==> src/rtl/arb_pkg.sv <==
// Shared types and helpers for the round-robin decoder arbiter.
package arb_pkg;

    localparam int NREQ  = 16;
    localparam int SEL_W = 4;

    typedef enum logic [1:0] {
        IDLE  = 2'd0,
        GRANT = 2'd1,
        GAP   = 2'd2
    } state_t;

    // Pointer width matches NREQ exactly, so natural overflow is the mod-16 wrap.
    function automatic logic [SEL_W-1:0] ptr_inc(input logic [SEL_W-1:0] p);
        return p + 1'b1;
    endfunction

    function automatic logic [NREQ-1:0] sel_onehot(input logic [SEL_W-1:0] s);
        return NREQ'(1) << s;
    endfunction

endpackage

==> src/rtl/rr_pick_next.sv <==
// Combinational round-robin pick: first set req bit at or above ptr, wrapping 15->0.
module rr_pick_next
    import arb_pkg::*;
(
    input  logic [NREQ-1:0]  req,
    input  logic [SEL_W-1:0] ptr,
    output logic [SEL_W-1:0] pick,
    output logic             any
);

    logic [SEL_W-1:0] idx;

    // Walk offsets from the far end down so the nearest hit to ptr is written last.
    always_comb begin
        pick = '0;
        any  = 1'b0;
        idx  = '0;
        for (int i = NREQ - 1; i >= 0; i--) begin
            idx = ptr + SEL_W'(i);
            if (req[idx]) begin
                pick = idx;
                any  = 1'b1;
            end
        end
    end

endmodule

==> src/rtl/rr_decoder_arbiter.sv <==
// 16-way round-robin arbiter driving a 4-to-16 active-low-enable decoder; bounded tenures, one dead cycle between grants.
// Optional GRANT_LOCK_EN adds a lock input that extends a tenure past HOLD_MAX.
module rr_decoder_arbiter
    import arb_pkg::*;
#(
    parameter int HOLD_W   = 3,
    parameter int HOLD_MAX = 4
) (
    input  logic             clk,
    input  logic             reset,
    input  logic [NREQ-1:0]  req,
`ifdef GRANT_LOCK_EN
    input  logic             lock,
`endif
    output logic [SEL_W-1:0] sel,
    output logic             enable_n,
    output logic [NREQ-1:0]  grant,
    output logic             busy
);

    state_t           state;
    logic [HOLD_W-1:0] cnt;
    logic [SEL_W-1:0] ptr;
    logic [SEL_W-1:0] pick;
    logic             any;
    logic             lock_hold;
    logic             at_max;
    logic             rel;

    rr_pick_next u_pick (
        .req  (req),
        .ptr  (ptr),
        .pick (pick),
        .any  (any)
    );

`ifdef GRANT_LOCK_EN
    assign lock_hold = lock;
`else
    assign lock_hold = 1'b0;
`endif

    assign at_max = (cnt == HOLD_W'(HOLD_MAX));
    // A drop coinciding with expiry is one release, not two events.
    assign rel    = !req[sel] || (at_max && !lock_hold);

    always_ff @(posedge clk) begin
        if (reset) begin
            state    <= IDLE;
            cnt      <= '0;
            ptr      <= '0;
            sel      <= '0;
            enable_n <= 1'b1;
            grant    <= '0;
            busy     <= 1'b0;
        end else begin
            case (state)
                IDLE, GAP: begin
                    if (any) begin
                        state    <= GRANT;
                        sel      <= pick;
                        enable_n <= 1'b0;
                        grant    <= sel_onehot(pick);
                        cnt      <= HOLD_W'(1);
                        busy     <= 1'b1;
                    end else begin
                        state    <= IDLE;
                        enable_n <= 1'b1;
                        grant    <= '0;
                        busy     <= 1'b0;
                    end
                end
                GRANT: begin
                    if (rel) begin
                        state    <= GAP;
                        enable_n <= 1'b1;
                        grant    <= '0;
                        ptr      <= ptr_inc(sel);
                    end else if (!at_max) begin
                        cnt <= cnt + 1'b1;
                    end
                end
                default: begin
                    state    <= IDLE;
                    enable_n <= 1'b1;
                    grant    <= '0;
                    busy     <= 1'b0;
                end
            endcase
        end
    end

endmodule

==> config.mk <==
export PLATFORM = sky130hd
export DESIGN_NAME = rr_decoder_arbiter
export DESIGN_NICKNAME = d
export VERILOG_FILES = /design/src/rtl/arb_pkg.sv /design/src/rtl/rr_pick_next.sv /design/src/rtl/rr_decoder_arbiter.sv
export SDC_FILE = /design/constraint.sdc
export NUM_CORES = 1
export LEC_CHECK = 0
export BUFFER_PORTS_ARGS = -buffer_cell sky130_fd_sc_hd__buf_2
export CAP_MARGIN = 20
export CELL_PAD_IN_SITES_DETAIL_PLACEMENT = 1
export CELL_PAD_IN_SITES_GLOBAL_PLACEMENT = 2
export CORE_MARGIN = 8
export CORE_UTILIZATION = 38
export DETAILED_ROUTE_END_ITERATION = 16
export GPL_TIMING_DRIVEN = 0
export PLACE_DENSITY_LB_ADDON = 0.1
export SLEW_MARGIN = 20
export SYNTH_ARGS = -nofsm -noshare
export SYNTH_HDL_FRONTEND = slang
export SYNTH_HIERARCHICAL = 1
export SYNTH_SLANG_ARGS = --single-unit
==> constraint.sdc <==
create_clock -name clk -period 5.2 [get_ports clk]
set_clock_uncertainty 0.1 [all_clocks]
set_input_delay 0.52 -clock clk [delete_from_list [all_inputs] [get_ports clk]]
set_output_delay 0.52 -clock clk [all_outputs]
set_load 0.01 [all_outputs]
== After elaboration in Yosys (flattened, before gate mapping) ==
Index checks and enable logic that the tools add are counted.

* Equal/unequal tests: 7
* Reductions and logical operators: 8
* Shifts and indexed selects: 1
* Multiplexer cells: 81
* Magnitude comparators: 17
* Add/subtract/negate cells: 17

{| class="wikitable"
|+ Operators by type and width
! cell !! number
|-
| 4-bit by 5-bit < comparator with 1-bit output (second input constant) || 17
|-
| 1-bit binary-select mux with 4-bit select || 17
|-
| 4-bit two-way mux || 16
|-
| 1-bit two-way mux || 37
|-
| 4-bit adder (second input constant) || 8
|-
| 16-bit two-way mux || 2
|-
| 16-bit case mux with 2 select lines || 1
|-
| 4-bit by 3-bit adder with 4-bit output (second input constant) || 4
|-
| 1-bit by 4-bit left shift with 16-bit output (first input constant) || 1
|-
| 3-bit two-way mux || 3
|-
| 4-bit by 1-bit adder with 4-bit output (second input constant) || 2
|-
| 4-bit by 2-bit adder with 4-bit output (second input constant) || 2
|-
| 2-bit inequality test (second input constant) || 4
|-
| 3-bit case mux with 2 select lines || 1
|-
| 1-bit case mux with 2 select lines || 2
|-
| 2-bit case mux with 2 select lines || 1
|-
| 2-bit AND reduction || 2
|-
| 4-bit AND reduction || 1
|-
| 3-bit by 1-bit adder with 3-bit output (second input constant) || 1
|-
| 3-bit equality test (second input constant) || 1
|-
| 2-bit by 1-bit equality test with 1-bit output (second input constant) || 1
|-
| 2-bit equality test (second input constant) || 1
|-
| 2-bit zero test || 1
|-
| 2-bit two-way mux || 1
|-
| other kinds (4) || 4
|}

* Flip-flop bits (word level): 31
* Output and inout port bits: 22
* Input bits: 18
* Logic and storage cells: 138

== Longest topological paths before layout ==
Gate-level depths: netlist of the first run.

* Depth in word-level cells: 22
* Mapped depth: 18
* Depth with buffers taken out: 12

== Cells and area by module ==
The synthesis of the first run kept the hierarchy.

{| class="wikitable"
|+ By module, submodules not included
! module !! times used !! area each (um^2) !! cells each !! sequential area each (um^2)
|-
| rr_pick_next || 1 || 2,384.8 || 257 || 0.0
|-
| rr_decoder_arbiter || 1 || 1,383.8 || 138 || 620.6
|}

== Least setup slack after synthesis of the first run ==
Ideal clock, no wire load.

* Path type: reg2reg
* From: register ptr[1]
* To: register grant[0]
* Library setup time: 117 ps
* Buffers on the path: 6
* Path slack: 657 ps
* Arrival: 4,326 ps
* Clock period less this slack: 4,543 ps
* Required time: 4,983 ps
* Stages on the path, launching flop included: 17
* Cell sequence: dfxtp_1 clkbuf_1 clkbuf_1 inv_1 ha_1 buf_2 buf_2 mux4_2 mux4_2 buf_2 nor4_1 nor4b_1 nand3_1 nand2b_1 clkbuf_1 nor3_1 a22o_2

* Elaborated cells on any way between the ends: 82
* Those cells by class: add/sub (15); shift (1); mux (66)

{| class="wikitable"
|+ RTL lines
! element !! RTL line !! RTL
|-
| start, declared || rr_decoder_arbiter.sv:23 || <nowiki>logic [SEL_W-1:0] ptr;</nowiki>
|-
| start signal, assigned || rr_decoder_arbiter.sv:78 || <nowiki>ptr <= ptr_inc(sel);</nowiki>
|-
| 4-bit adder || rr_pick_next.sv:19 || <nowiki>idx = ptr + SEL_W'(i);</nowiki>
|-
| 1-bit binary-select mux with 4-bit select || rr_pick_next.sv:20 || <nowiki>if (req[idx]) begin</nowiki>
|-
| 1-bit two-way mux (implied by the code) || rr_pick_next.sv:20 ||
|-
| 1-bit two-way mux (15 in a row) || rr_pick_next.sv:20 ||
|-
| 1-bit two-way mux * || rr_pick_next.sv:20 ||
|-
| net any || rr_decoder_arbiter.sv:25 || <nowiki>logic any;</nowiki>
|-
| 16-bit two-way mux * || rr_decoder_arbiter.sv:59 || <nowiki>if (any) begin</nowiki>
|-
| 16-bit case mux with 2 select lines * || rr_decoder_arbiter.sv:57 || <nowiki>case (state)</nowiki>
|-
| end signal, assigned || rr_decoder_arbiter.sv:63 || <nowiki>grant <= sel_onehot(pick);</nowiki>
|-
| end, declared || rr_decoder_arbiter.sv:17 || <nowiki>output logic [NREQ-1:0] grant,</nowiki>
|}

Mark *: on every way through the listed nets, which the timed path passes. The rest lies on a longest branch. The select of a mux whose other input is x is not followed.
A chain may end at the register's enable or synchronous reset.

== Worst setup path after layout of the first run ==
* From: register ptr[0]
* To: register grant[9]

The elaborated chain is that of the path after synthesis.

==> results of run 1 <==
[critical path, stage by stage, from the launching register on]
cell      delay, ns
dfxtp_1        0.38
buf_6          0.20
buf_6          0.18
buf_2          0.30
inv_2          0.19
ha_1           0.31
buf_2          0.21
clkbuf_4       0.27
mux4_2         0.37
mux4_2         0.50
buf_2          0.21
nor4_1         0.39
nor4b_1        0.30
nand3_1        0.23
nor2b_1        0.28
and3_1         0.26
a22o_1         0.20
[state kept, by name, indices dropped and copies added, names as in the netlist]
| name | flops |
|---|---|
| grant | 16 |
| sel | 4 |
| ptr | 4 |
| cnt | 3 |
| enable_n | 1 |
| busy | 1 |
| state | 2 |
[cell type report]
cell class,instances,area share
timing repair buffer,38,0.0445
sequential,31,0.145
clock inverter,2,0.00819
buffer,19,0.0313
inverter,11,0.00965
tap,133,0.0389
multi-input combinational,332,0.703
clock buffer,6,0.0193
[cell usage in the layout (no fill, tap or decap), types with 3 or more instances in the layout]
master     n
a31oi_1    5
dfxtp_1   30
nand3_1    8
nand4_1    5
o211ai_1   3
o31ai_1    6
xor2_1     5
and3_1     3
mux4_2    28
mux2i_2    4
nand2_1   31
o22ai_1    4
clkbuf_4   3
o211a_1    4
and2_1     4
xnor2_2    3
mux2_2    18
a22oi_1    3
o21ai_0   10
a22o_1    14
clkbuf_1   3
a21oi_1   27
nor2b_1    6
a21o_1     4
xnor2_1    6
nor2_1    17
mux2i_1   35
clkbuf_8   6
buf_6      5
nand2b_1   3
ha_1      10
inv_1      8
nor3b_1    3
buf_2     43
a211oi_1   8
nor3_1     5
[synth_stat cells (all sizes together) (4+ instances only)]
cell type	number
ha	10
dfxtp	31
o21ai	11
o211a	4
o22ai	4
a21oi	28
and3	4
nor2	17
xor2	6
nor3	6
nand2b	5
nand3	9
nand2	31
buf	14
nor3b	5
inv	10
clkbuf	7
and2	4
mux2i	41
o31ai	6
a21o	4
nand4	6
a31oi	5
mux2	18
a211oi	9
mux4	28
a22o	16
xnor2	9
nor2b	6
[worst max-delay path by stage]
stage | start | endpoint | slack, ns | cells past startpoint
global placement | ptr[1] | grant[2] | -0.63 | 16
finish | ptr[0] | grant[9] | 0.20 | 16
floorplan | ptr[1] | grant[0] | 0.66 | 16
detailed placement | ptr[1] | grant[0] | -0.70 | 16
global route | ptr[0] | grant[11] | 0.04 | 16
CTS | ptr[1] | grant[11] | 0.06 | 15
[logic make-up after synthesis]
group / Yosys count / synth area share
buffers and inverters: 32 / 0.0458
DFF: 31 / 0.165
adders and majority gates: 10 / 0.0332
muxes: 87 / 0.337
and+or+nand+nor: 102 / 0.141
xor gates and xnor gates: 15 / 0.0458
AOI/OAI and AO/OA: 118 / 0.232
[repair_timing]
action                                  CTS  global route
hold buffers                              0             0
gates resized for setup                   8             5
endpoints found under the setup margin   26            16
hold endpoints to repair                  0             0
[layer usage]
layer  up-vias  global-route usage  part of all wire
met1      1783               0.247              0.42
met3        23              0.0281             0.039
met4         0              0.0648             0.028
met2        84               0.352              0.51
li1       1652                   -                 -
met5         -                   0                 0
[metrics by stage]
| step | util | instances |
|---|---|---|
| final | 0.442 | 572 |
| after global routing | 0.442 | 572 |
| after CTS | 0.441 | 573 |
| after detailed placement | 0.426 | 566 |
| after global placement | 0.426 | 566 |
| after floorplan | - | 395 |
[power by group]
group / leakage [nW] / total, mW / switching, mW / internal [mW]
logic: 1.30 / 2.43 / 1.44 / 0.986
registers: 0.253 / 0.334 / 0.0489 / 0.285
clock network: 0.0612 / 0.246 / 0.0911 / 0.155
==> results.sh, run 1 <==
export IMPL_rsz0062_at_grt="false"
export IMPL_layout_nets=466
export IMPL_cp_required_ns=5.27
export IMPL_postLayoutSetupSlackWorst_ns=0.199
export IMPL_powerDensity_nw_per_um2=704
export IMPL_r2r_start="ptr[0]"
export IMPL_ys_seq_area_frac=0.165
export IMPL_crit_fanout=10
export IMPL_setup_viol=0
export IMPL_dr_total_vias=3542
export IMPL_grt_max_degree=13
export IMPL_io_pin_count=40
export IMPL_cts_sinks=31
export IMPL_pre_cts_slack_ns=-0.700
export IMPL_synth_area_leaders="mux4_2 (17%), dfxtp_1 (16%), mux2i_1 (9.6%)"
export IMPL_synth_main_ff_cell="dfxtp_1"
export IMPL_h_tree_depth=2
export IMPL_reg2reg_slack_ns=0.20
export IMPL_r2r_end="grant[9]"
export IMPL_synth_yosys_warnings=6
export IMPL_cp_start_kind="register"
export IMPL_viasPerCell=6.19
export IMPL_antenna_found_initial=0
export IMPL_clock_path_buffers=2
export IMPL_final_area_um2=4280
export IMPL_maxClockFrequency_mhz=200
export IMPL_multi_input_area_um2=3010
export IMPL_synth_edff_count=0
export IMPL_die_area_um2=13400
export IMPL_die_width_um=116
export IMPL_hp_start="grant[4]"
export IMPL_synth_top_area_frac=0.167
export IMPL_fp_dieH_um=116
export IMPL_drtPass1Iterations=4
export IMPL_filler_cell_count=1128
export IMPL_whs_path_depth=1
export IMPL_path_class="reg2reg"
export IMPL_synth_nets=423
export IMPL_tightestPinTransition_ns=0.705
export IMPL_ys_types=74
export IMPL_ctsRootBufferMaster="clkbuf_8"
export IMPL_antenna_cells=0
export IMPL_globalplace_congestion=0.899
export IMPL_seqCellArea_um2=622
export IMPL_slew_viol_final=0
export IMPL_finalHoldViolations=0
export IMPL_grt_pass1_wl_um=20800
export IMPL_power_leakage_nw=1.61
export IMPL_outcome="finished, final reports clean"
export IMPL_core_area_um2=9680
export IMPL_syn_avg_cell_area_um2=9.54
export IMPL_post_cts_buffers=0
export IMPL_max_cap_viol_count=0
export IMPL_tns_ns=0
export IMPL_grt_ovfl_total=0
export IMPL_ys_async_sr_fraction=0
export IMPL_final_antenna_net_count=0
export IMPL_start_util=0.389
export IMPL_relSlewSlack=0.530
export IMPL_dr_first_iter_drc_count=187
export IMPL_clk_pin_slew_ns=0.07
export IMPL_track_usage=0.201
export IMPL_critical_path_arrival_ns=5.08
export IMPL_post_dp_cell_area_um2=4130
export IMPL_syn_area_um2=3770
export IMPL_peakVddDrop_mv=0.414
export IMPL_post_route_period_util=0.962
export IMPL_wire_per_inst_um=22.8
export IMPL_worstSetupEndpointType="register"
export IMPL_reg2regPathDepth=16
export IMPL_wirelength_um=13000
export IMPL_synth_top_area_cell="mux4_2"
export IMPL_clock_latency_ns=0.28
export IMPL_drc=0
export IMPL_std_cell_rows=36
export IMPL_min_period_ns=5.00
export IMPL_io_buffer_count=38
export IMPL_min_path_type="reg2reg"
export IMPL_syn2layout_area_growth_pct=13.5
export IMPL_dp_hpwl_um=10400
export IMPL_cts_tree="built"
export IMPL_cts_buffers=5
export IMPL_drive_above_1_share=0.312
export IMPL_synth_seq_cells=31
export IMPL_finalPower_mw=3.01
export IMPL_grt_pass1_vias=3707
export IMPL_syn_instance_count=395
export IMPL_hold_end="grant[4]"
export IMPL_whs_ns=0.380
Note: power is estimated with default switching activity, not from simulation.
==> run 2: changes to the inputs <==
SETUP_SLACK_MARGIN = 0.3   (was unset)
==> run 2 against run 1 <==
Against the previous run: worst hold slack worse by 0.00057 ns; global-route usage is 0.21 points higher; sequential cell count stayed put; design area is 1.5% higher; largest cell class unchanged; power is 1.5% higher; clock power hardly changed; sequential power hardly changed; non-clock buffer count is 4 higher.
==> results.sh, run 2 (synthesis results as in run 1) <==
export IMPL_largest_reg_flops=16
export IMPL_ctsRootBufferMaster="clkbuf_8"
export IMPL_crit_top_cell="buf_2"
export IMPL_grt_max_degree=13
export IMPL_p_int_mw=1.45
export IMPL_top_regs="grant x16, ptr x4, sel x4"
export IMPL_cp_start_kind="register"
export IMPL_dp_hpwl_um=10400
export IMPL_relSlewSlack=0.577
export IMPL_p_sw_frac=0.526
export IMPL_dp_cells=566
export IMPL_rsz0062_at_grt="true"
export IMPL_cts_buffers=5
export IMPL_antenna_found_initial=0
export IMPL_p_clk_frac=0.081
export IMPL_final_cell_mix="buf_2 (44), mux2i_1 (33), nand2_1 (31), dfxtp_1 (30), mux4_2 (28)"
export IMPL_start_util=0.389
export IMPL_layout_nets=470
export IMPL_clock_path_buffers=2
export IMPL_hold_end="grant[10]"
export IMPL_max_cap_viol_count=0
export IMPL_path_class="reg2reg"
export IMPL_die_area_um2=13400
export IMPL_clock_latency_ns=0.28
export IMPL_timing_critical_path_buf_inv=8
export IMPL_cts_sinks=31
export IMPL_min_path_type="reg2reg"
export IMPL_slew_viol_final=0
export IMPL_power_frac_seq=0.110
export IMPL_regMostFlops="grant"
export IMPL_cp_required_ns=5.27
export IMPL_viasPerCell=6.16
export IMPL_post_route_period_util=0.913
export IMPL_cts_tree="built"
export IMPL_maxClockFrequency_mhz=211
export IMPL_worstSetupEndpointType="register"
export IMPL_drtPass1Iterations=4
export IMPL_dr_total_vias=3549
export IMPL_grt_pass1_wl_um=21000
export IMPL_std_cell_rows=36
export IMPL_io_pin_count=40
export IMPL_final_antenna_net_count=0
export IMPL_finalHoldViolations=0
export IMPL_h_tree_depth=2
export IMPL_combPwrFrac=0.810
export IMPL_slowest_delay_ns=0.51
export IMPL_drive_above_1_share=0.332
export IMPL_r2r_start="ptr[0]"
export IMPL_final_cells=576
export IMPL_grt_pass1_vias=3719
export IMPL_netSwitchingPower_mw=1.61
export IMPL_setup_viol=0
export IMPL_reg2reg_slack_ns=0.45
export IMPL_cp_slowest_cell="mux4_2"
export IMPL_r2r_end="grant[0]"
export IMPL_antenna_cells=0
export IMPL_crit_chain="buf_6 > buf_6 > buf_4 > inv_2 > ha_1 > buf_2 > buf_4 > mux4_2 > mux4_2 > buf_2 > nor4_2 > nor4b_1 > nand3_1 > nand2b_1 > buf_2 > nor3_1 > a22o_2"
export IMPL_tns_ns=0
export IMPL_final_common_cell="buf_2"
export IMPL_clk_pin_slew_ns=0.07
export IMPL_grt_ovfl_total=0
export IMPL_hp_start="grant[10]"
export IMPL_cp_num_cells=17
export IMPL_min_period_ns=4.75
export IMPL_outcome="finished, final reports clean"
export IMPL_whs_path_depth=1
export IMPL_drc=0
export IMPL_critical_path_arrival_ns=4.82
export IMPL_core_area_um2=9680
export IMPL_io_buffer_count=38
export IMPL_die_width_um=116
export IMPL_dr_first_iter_drc_count=208
export IMPL_globalplace_congestion=0.899
export IMPL_track_usage=0.203
export IMPL_powerDensity_nw_per_um2=704
export IMPL_wirelength_um=13200
export IMPL_peakVddDrop_mv=0.397
export IMPL_tightestPinTransition_ns=0.631
export IMPL_power_leakage_nw=1.65
export IMPL_crit_fanout=10
export IMPL_crit_family="buffers and inverters"
export IMPL_wire_per_inst_um=23.0
export IMPL_syn2layout_area_growth_pct=15.2
export IMPL_fp_dieH_um=116
export IMPL_reg2regPathDepth=17
run 2: changes by cell type in the layout (fill, tap and decap cells not counted), moves of 2 or more:
cell / previous run / this run
mux2i_1: 35 / 33
mux2i_2: 4 / 6
buf_4: 2 / 6
clkbuf_4: 3 / 1
run 2: worst max path at each step:
stage / to / startpoint
detailed placement: grant[0] / ptr[1]
global placement: grant[2] / ptr[1]
CTS: grant[0] / ptr[2]
finish: grant[0] / ptr[0]
floorplan: grant[0] / ptr[1]
global route: grant[0] / ptr[0]
run 2: what timing repair did:
action | CTS | global route
hold buffers | 0 | 0
setup buffers | 2 | 0
endpoints found under the setup margin | 26 | 24
gates resized for setup | 15 | 10
pin swaps | 0 | 1
run 2: per-stage QoR:
stage          area [um2]  total power, mW  worst slack, ns  hold WS, ns   util
6_report             4340             3.06            0.454        0.379  0.448
3_5_place_dp         4130             2.72           -0.700        0.360  0.426
5_1_grt              4340             3.28            0.266        0.408  0.448
4_1_cts              4320             3.03            0.322        0.382  0.446
3_3_place_gp         4130             2.67           -0.632        0.361  0.426
2_1_floorplan        3770             2.11            0.657        0.363      -
run 2: worst reg2reg max path: stages, from the launching register on:
cell and delay (ns):
dfxtp_1 0.38, buf_6 0.20, buf_6 0.18, buf_4 0.23, inv_2 0.15, ha_1 0.31
buf_2 0.22, buf_4 0.24, mux4_2 0.37, mux4_2 0.51, buf_2 0.21, nor4_2 0.34
nor4b_1 0.27, nand3_1 0.21, nand2b_1 0.12, buf_2 0.22, nor3_1 0.13, a22o_2 0.26
run 2: cell type report:
type	instances	area [um2]
fillers	1130	5340
inverters	11	45.0
clock inverters	2	35.0
multi-input cells	332	3020
plain buffers	21	148
flip-flops and latches	31	622
well taps	133	166
repair buffers	40	218
clock buffers	6	82.6
run 2: layer usage:
metal / routed length (um) / track usage / vias to the layer above / share of wire
met5: 0 / 0 / - / 0
met4: 389 / 0.0718 / 0 / 0.029
met3: 433 / 0.0271 / 21 / 0.033
met2: 6680 / 0.354 / 84 / 0.50
met1: 5730 / 0.249 / 1784 / 0.43
li1: - / - / 1660 / -
run 2: power by group through the flow:
stage	Combinational (mW)	Clock [mW]	Sequential, mW
finish	2.47	0.246	0.335
global route	2.68	0.264	0.341
CTS	2.44	0.250	0.334
detailed placement	2.38	0	0.339
global placement	2.34	0	0.336
floorplan	1.78	0	0.337
